--- src/rtl/z16_pkg.sv ---
// Shared types and widths for the Z16 data-memory arbiter slice.
// Latency: n/a (declarations only).
// Backpressure: n/a.
package z16_pkg;

  localparam int Z16_ADDR_W = 16;
  localparam int Z16_DATA_W = 16;

  // Which requester owns the load whose data returns next cycle
  typedef enum logic [1:0] {
    OWN_NONE = 2'd0,
    OWN_M0   = 2'd1,
    OWN_M1   = 2'd2
  } owner_e;

endpackage

--- src/rtl/z16_arb_grant.sv ---
// Two-way combinational grant with port-1 starvation bound (or round-robin).
// Latency: grant is combinational in the request cycle; internal state updates on the clock.
// Backpressure: a denied requester simply holds its request; grants are forced low in reset.
// Optional feature macro: Z16_ARB_ROUND_ROBIN_EN (alternate contended cycles instead).
module z16_arb_grant #(
  parameter int STARVE_MAX = 4
) (
  input  logic i_clk,
  input  logic i_rst,
  input  logic i_m0_req,
  input  logic i_m1_req,
  output logic o_m0_gnt,
  output logic o_m1_gnt
);

  logic w_m1_wins;

`ifdef Z16_ARB_ROUND_ROBIN_EN
  // 1 = port 1 won the last contended cycle; reset value lets port 0 win first
  logic r_last;

  // Port 1 wins a contended cycle only if port 0 won the previous one
  always_comb begin
    w_m1_wins = !r_last;
  end

  // Remember the winner of each contended cycle
  always_ff @(posedge i_clk) begin
    if (i_rst) begin
      r_last <= 1'b1;
    end else if (i_m0_req && i_m1_req) begin
      r_last <= w_m1_wins;
    end
  end
`else
  localparam int                WAIT_W   = $clog2(STARVE_MAX + 1);
  localparam logic [WAIT_W-1:0] WAIT_MAX = WAIT_W'(STARVE_MAX);

  // Consecutive cycles port 1 has been requesting without a grant
  logic [WAIT_W-1:0] r_wait;

  // Port 1 overrides port 0 once it has waited the full bound
  always_comb begin
    w_m1_wins = (r_wait == WAIT_MAX);
  end

  // Count denied port-1 cycles, saturating; any grant or idle cycle clears it
  always_ff @(posedge i_clk) begin
    if (i_rst) begin
      r_wait <= '0;
    end else if (i_m1_req && !o_m1_gnt) begin
      if (r_wait != WAIT_MAX) begin
        r_wait <= r_wait + 1'b1;
      end
    end else begin
      r_wait <= '0;
    end
  end
`endif

  // At most one grant; a lone requester is always granted
  always_comb begin
    o_m0_gnt = 1'b0;
    o_m1_gnt = 1'b0;
    if (!i_rst) begin
      if (i_m0_req && i_m1_req) begin
        o_m1_gnt = w_m1_wins;
        o_m0_gnt = !w_m1_wins;
      end else begin
        o_m0_gnt = i_m0_req;
        o_m1_gnt = i_m1_req;
      end
    end
  end

endmodule

--- src/rtl/z16_dmem_arbiter.sv ---
// Shares the single-port Z16 data memory between the CPU (port 0) and a secondary master (port 1).
// Latency: access issued in the grant cycle; load data returns exactly one cycle later.
// Backpressure: a denied port holds req/we/addr/wdata until gnt; port-1 wait is bounded.
// Optional feature macro: Z16_ARB_ROUND_ROBIN_EN (handled inside z16_arb_grant).
module z16_dmem_arbiter
  import z16_pkg::*;
#(
  parameter int ADDR_W     = Z16_ADDR_W,
  parameter int DATA_W     = Z16_DATA_W,
  parameter int STARVE_MAX = 4
) (
  input  logic              i_clk,
  input  logic              i_rst,
  input  logic              i_m0_req,
  input  logic              i_m0_we,
  input  logic [ADDR_W-1:0] i_m0_addr,
  input  logic [DATA_W-1:0] i_m0_wdata,
  output logic              o_m0_gnt,
  output logic              o_m0_rvalid,
  output logic [DATA_W-1:0] o_m0_rdata,
  input  logic              i_m1_req,
  input  logic              i_m1_we,
  input  logic [ADDR_W-1:0] i_m1_addr,
  input  logic [DATA_W-1:0] i_m1_wdata,
  output logic              o_m1_gnt,
  output logic              o_m1_rvalid,
  output logic [DATA_W-1:0] o_m1_rdata,
  output logic [ADDR_W-1:0] o_mem_addr,
  output logic              o_mem_we,
  output logic [DATA_W-1:0] o_mem_wdata,
  input  logic [DATA_W-1:0] i_mem_rdata
);

  logic   w_m0_gnt;
  logic   w_m1_gnt;
  owner_e r_rd_owner;

  z16_arb_grant #(
    .STARVE_MAX (STARVE_MAX)
  ) u_grant (
    .i_clk    (i_clk),
    .i_rst    (i_rst),
    .i_m0_req (i_m0_req),
    .i_m1_req (i_m1_req),
    .o_m0_gnt (w_m0_gnt),
    .o_m1_gnt (w_m1_gnt)
  );

  assign o_m0_gnt = w_m0_gnt;
  assign o_m1_gnt = w_m1_gnt;

  // Steer the granted port onto the memory; idle bus is driven to zero
  always_comb begin
    o_mem_addr  = '0;
    o_mem_wdata = '0;
    o_mem_we    = 1'b0;
    if (w_m0_gnt) begin
      o_mem_addr  = i_m0_addr;
      o_mem_wdata = i_m0_wdata;
      o_mem_we    = i_m0_we;
    end else if (w_m1_gnt) begin
      o_mem_addr  = i_m1_addr;
      o_mem_wdata = i_m1_wdata;
      o_mem_we    = i_m1_we;
    end
  end

  // Record which port issued a granted load so its data can be routed back next cycle
  always_ff @(posedge i_clk) begin
    if (i_rst) begin
      r_rd_owner <= OWN_NONE;
    end else if (w_m0_gnt && !i_m0_we) begin
      r_rd_owner <= OWN_M0;
    end else if (w_m1_gnt && !i_m1_we) begin
      r_rd_owner <= OWN_M1;
    end else begin
      r_rd_owner <= OWN_NONE;
    end
  end

  // Route returning data to its owner only; reset suppresses a return already in flight
  always_comb begin
    o_m0_rvalid = (r_rd_owner == OWN_M0) && !i_rst;
    o_m1_rvalid = (r_rd_owner == OWN_M1) && !i_rst;
    o_m0_rdata  = o_m0_rvalid ? i_mem_rdata : '0;
    o_m1_rdata  = o_m1_rvalid ? i_mem_rdata : '0;
  end

endmodule

--- config.mk ---
export PLATFORM = sky130hd
export DESIGN_NAME = z16_dmem_arbiter
export DESIGN_NICKNAME = d
export VERILOG_FILES = /design/src/rtl/z16_pkg.sv /design/src/rtl/z16_arb_grant.sv /design/src/rtl/z16_dmem_arbiter.sv
export SDC_FILE = /design/constraint.sdc
export NUM_CORES = 1
export LEC_CHECK = 0
export ABC_AREA = 1
export CORE_ASPECT_RATIO = 0.9
export CORE_MARGIN = 2
export CORE_UTILIZATION = 24
export DETAILED_ROUTE_END_ITERATION = 8
export DONT_BUFFER_PORTS = 1
export PLACE_DENSITY_LB_ADDON = 0.05
export RECOVER_POWER = 50
export SYNTH_ARGS = -nofsm -noshare
export SYNTH_HDL_FRONTEND = slang
export SYNTH_SLANG_ARGS = --single-unit
--- constraint.sdc ---
create_clock -name i_clk -period 1.8 [get_ports i_clk]
set_input_delay 0.45 -clock i_clk [delete_from_list [all_inputs] [get_ports i_clk]]
set_output_delay 0.45 -clock i_clk [all_outputs]
set_load 0.02 [all_outputs]
==> flow_summary.yaml <==
synthesis:
  synth_nets: 289
  synth_cell_type_count: 16
  synth_compound_area_share_pct: 0
  synthAdderAreaFrac_pct: 2.250
  netlist_area_sq_um: 1112
  synth_top_family_by_area: "simple AND/OR/NAND/NOR gates"
  synth.area.top_cells: "nand3_1 (31%), nand2_1 (13%), buf_6 (11%)"
  synth.largest_area_cell: "nand3_1"
  synthXorXnorAreaFrac_pct: 0.7874
  yosysWarningCount: 0
  syn_area_per_cell_sq_um: 5.534
  synthMuxAreaShare_pct: 0
  synth-seq-cells: 5
  yosysSeqAreaShare_pct: 8.999
  synth-simple-area-share_pct: 65.35
  yosysTopAreaCellShare_pct: 30.60
  synth_cells: 201
cells_and_area:
  nNetsFinal: 297
  num-fill-cells: 437
  mostFrequentLayoutCells: "nand2_4 (37), nand3_1 (35), nor2_1 (29), nand3_4 (27), inv_1 (20)"
  drive_gt1_share_pct: 54.81
  final_common_cell: "nand2_4"
  final_core_util_pct: 45.41
  antenna_cells: 0
  areaGrowthSynthToFinish_pct: 82.11
sta:
  max_freq_ghz: 0.5422
  setup_viol: 12
  relSlewSlack_pct: 73.08
  period_minus_slack_ns: 1.844
  tightest_slew_ns: 0.4023
  layout_setup_ws_ns: -0.04437
  hold_violations: 0
  hold_slack_ns: 0.3013
  fin_skew_ns: 0.0008660
  fin_setup_tns_ns: -0.3022
  rsz0062_at_grt: "yes"
  min_period_over_period_pct: 102.5
  drv_slew: 0
outcome:
  violations: "setup timing"
  status: "finished with violations"
clock_network:
  clk-insertion-delay-late_ns: 0.22
  cts_hold_buf: 0
  clockRootBuffer: "clkbuf_8"
  ctsHtreeMaxLevel: 1
  clk_pin_slew_ns: 0.03
  cts_num_sinks: 5
  cts_max_path_buffers: 2
  cts_buffers: 3
  cts_tree: "done"
floorplanning:
  ios: 155
  fp-row-count: 23
  fp.dieH_um: 68.59
  dieArea_sq_um: 5196
  core-area_sq_um: 4461
  start_util_pct: 24.94
  dieWidth_um: 75.76
power:
  switching_share_pct: 44.32
  clkPwrFrac_pct: 30.3
  leakage_nw: 0.8175
  p_switching_mw: 0.3021
  power_density_nw_per_um2: 336.4
  power_mw: 0.6815
  comb_power_share_pct: 52.6
  seqPwrFrac_pct: 17.1
  p_int_mw: 0.3794
  irDropWorstVdd_v: 0.0001633
setup_path:
  arrival_ns: 1.39
  crit_required_ns: 1.35
  worstSetupPathType: "register to output pin"
  start_kind: "register"
  path_max_fanout: 8
  worst_setup_path_end_kind: "output pin"
global_routing:
  grt_pass1_vias: 1069
  track_usage_pct: 12.60
  grt_max_degree: 35
  grt_antenna_before_repair: 0
  grt_pass1_wl_um: 4961
  overflow: 0
route:
  wl_um: 4675
  num_vias: 1417
  firstDrtPassIters: 3
  routedWlPerCell_um: 17.31
  drt_iter0_drc: 32
  ant_nets: 0
  vias_per_cell: 5.248
  drc_errors: 0
min_path:
  holdCritPathClass: "primary input to register"
placement:
  post-dp-hpwl_um: 2577
  pre_cts_slack_ns: 0.02374
  port_buffers: 0
  gp_congestion: 0.6782
run:
  maxCapViolCount: 0
[worst max-delay path: stages, from the launching register on]
cell,delay [ns]
dfxtp_2,0.33
inv_2,0.04
ha_4,0.18
nand3_4,0.19
clkbuf_16,0.22
nand3_2,0.09
nand2_4,0.12
[cell type report]
| cell class | instances | area [sq um] | share of cell area, % |
|---|---|---|---|
| Multi-Input combinational cell | 158 | 1474 | 72.76 |
| Timing Repair Buffer | 13 | 211.5 | 10.44 |
| Inverter | 28 | 113.9 | 5.621 |
| Sequential cell | 5 | 103.9 | 5.127 |
| Tap cell | 62 | 77.57 | 3.830 |
| Clock buffer | 4 | 45.04 | 2.224 |
[worst paths after layout]
path                            cells after the start                end  slack (ns)              start
worst max register to register                      6      r_rd_owner[0]        0.57  u_grant.r_wait[0]
worst min-delay path                                1      r_rd_owner[1]        0.30            i_m1_we
worst max-delay path                                6     o_mem_wdata[9]       -0.04  u_grant.r_wait[0]
worst min register to register                      2  u_grant.r_wait[0]        0.51  u_grant.r_wait[0]
[what timing repair did]
| item | in CTS | in global routing |
|---|---|---|
| buffers inserted | 3 | 4 |
| gates cloned | 3 | 5 |
| endpoints found under the setup margin | 35 | 42 |
| resized for setup | 58 | 88 |
| pin swaps | 36 | 32 |
[cell families (layout without fill, tap and decap cells)]
family / Yosys count / after routing
AND/OR/NAND/NOR: 151 / 155
buffers and inverters: 42 / 45
flip-flops: 5 / 5
adder cells (fa/ha/maj): 2 / 2
XOR/XNOR: 1 / 1
[power by group through the flow]
stage | clock network (mW) | logic, mW | registers (mW)
2_1_floorplan | 0 | 0.219 | 0.118
3_3_place_gp | 0 | 0.229 | 0.118
3_5_place_dp | 0 | 0.233 | 0.118
4_1_cts | 0.213 | 0.274 | 0.117
5_1_grt | 0.224 | 0.386 | 0.117
6_report | 0.206 | 0.359 | 0.117
[stage by stage]
step                      cell area (sq um)  cells
after floorplan                        1112    201
after detailed placement               1111    253
final                                  2026    270
after global placement                 1111    253
after global routing                   2026    270
after CTS                              1468    263
[sequential cells by signal (all words and copies together), names as in the netlist]
| signal | count |
|---|---|
| r_rd_owner | 2 |
| u_grant.r_wait | 3 |
[cell usage after synthesis (all sizes together)]
| cell type | instances |
|---|---|
| buf | 14 |
| dfxtp | 5 |
| ha | 2 |
| inv | 28 |
| nand2 | 41 |
| nand3 | 70 |
| nor2 | 40 |
| xnor2 | 1 |
[per-layer routing]
layer | part of all wire [%] | track usage, % | routed length [um]
met5 | 0 | 0 | 0
met1 | 37 | 14.19 | 1736
met2 | 56 | 23.71 | 2601
met4 | 0.58 | 5.482 | 27
met3 | 6.6 | 1.308 | 310
(Power assumes the default switching activity.)
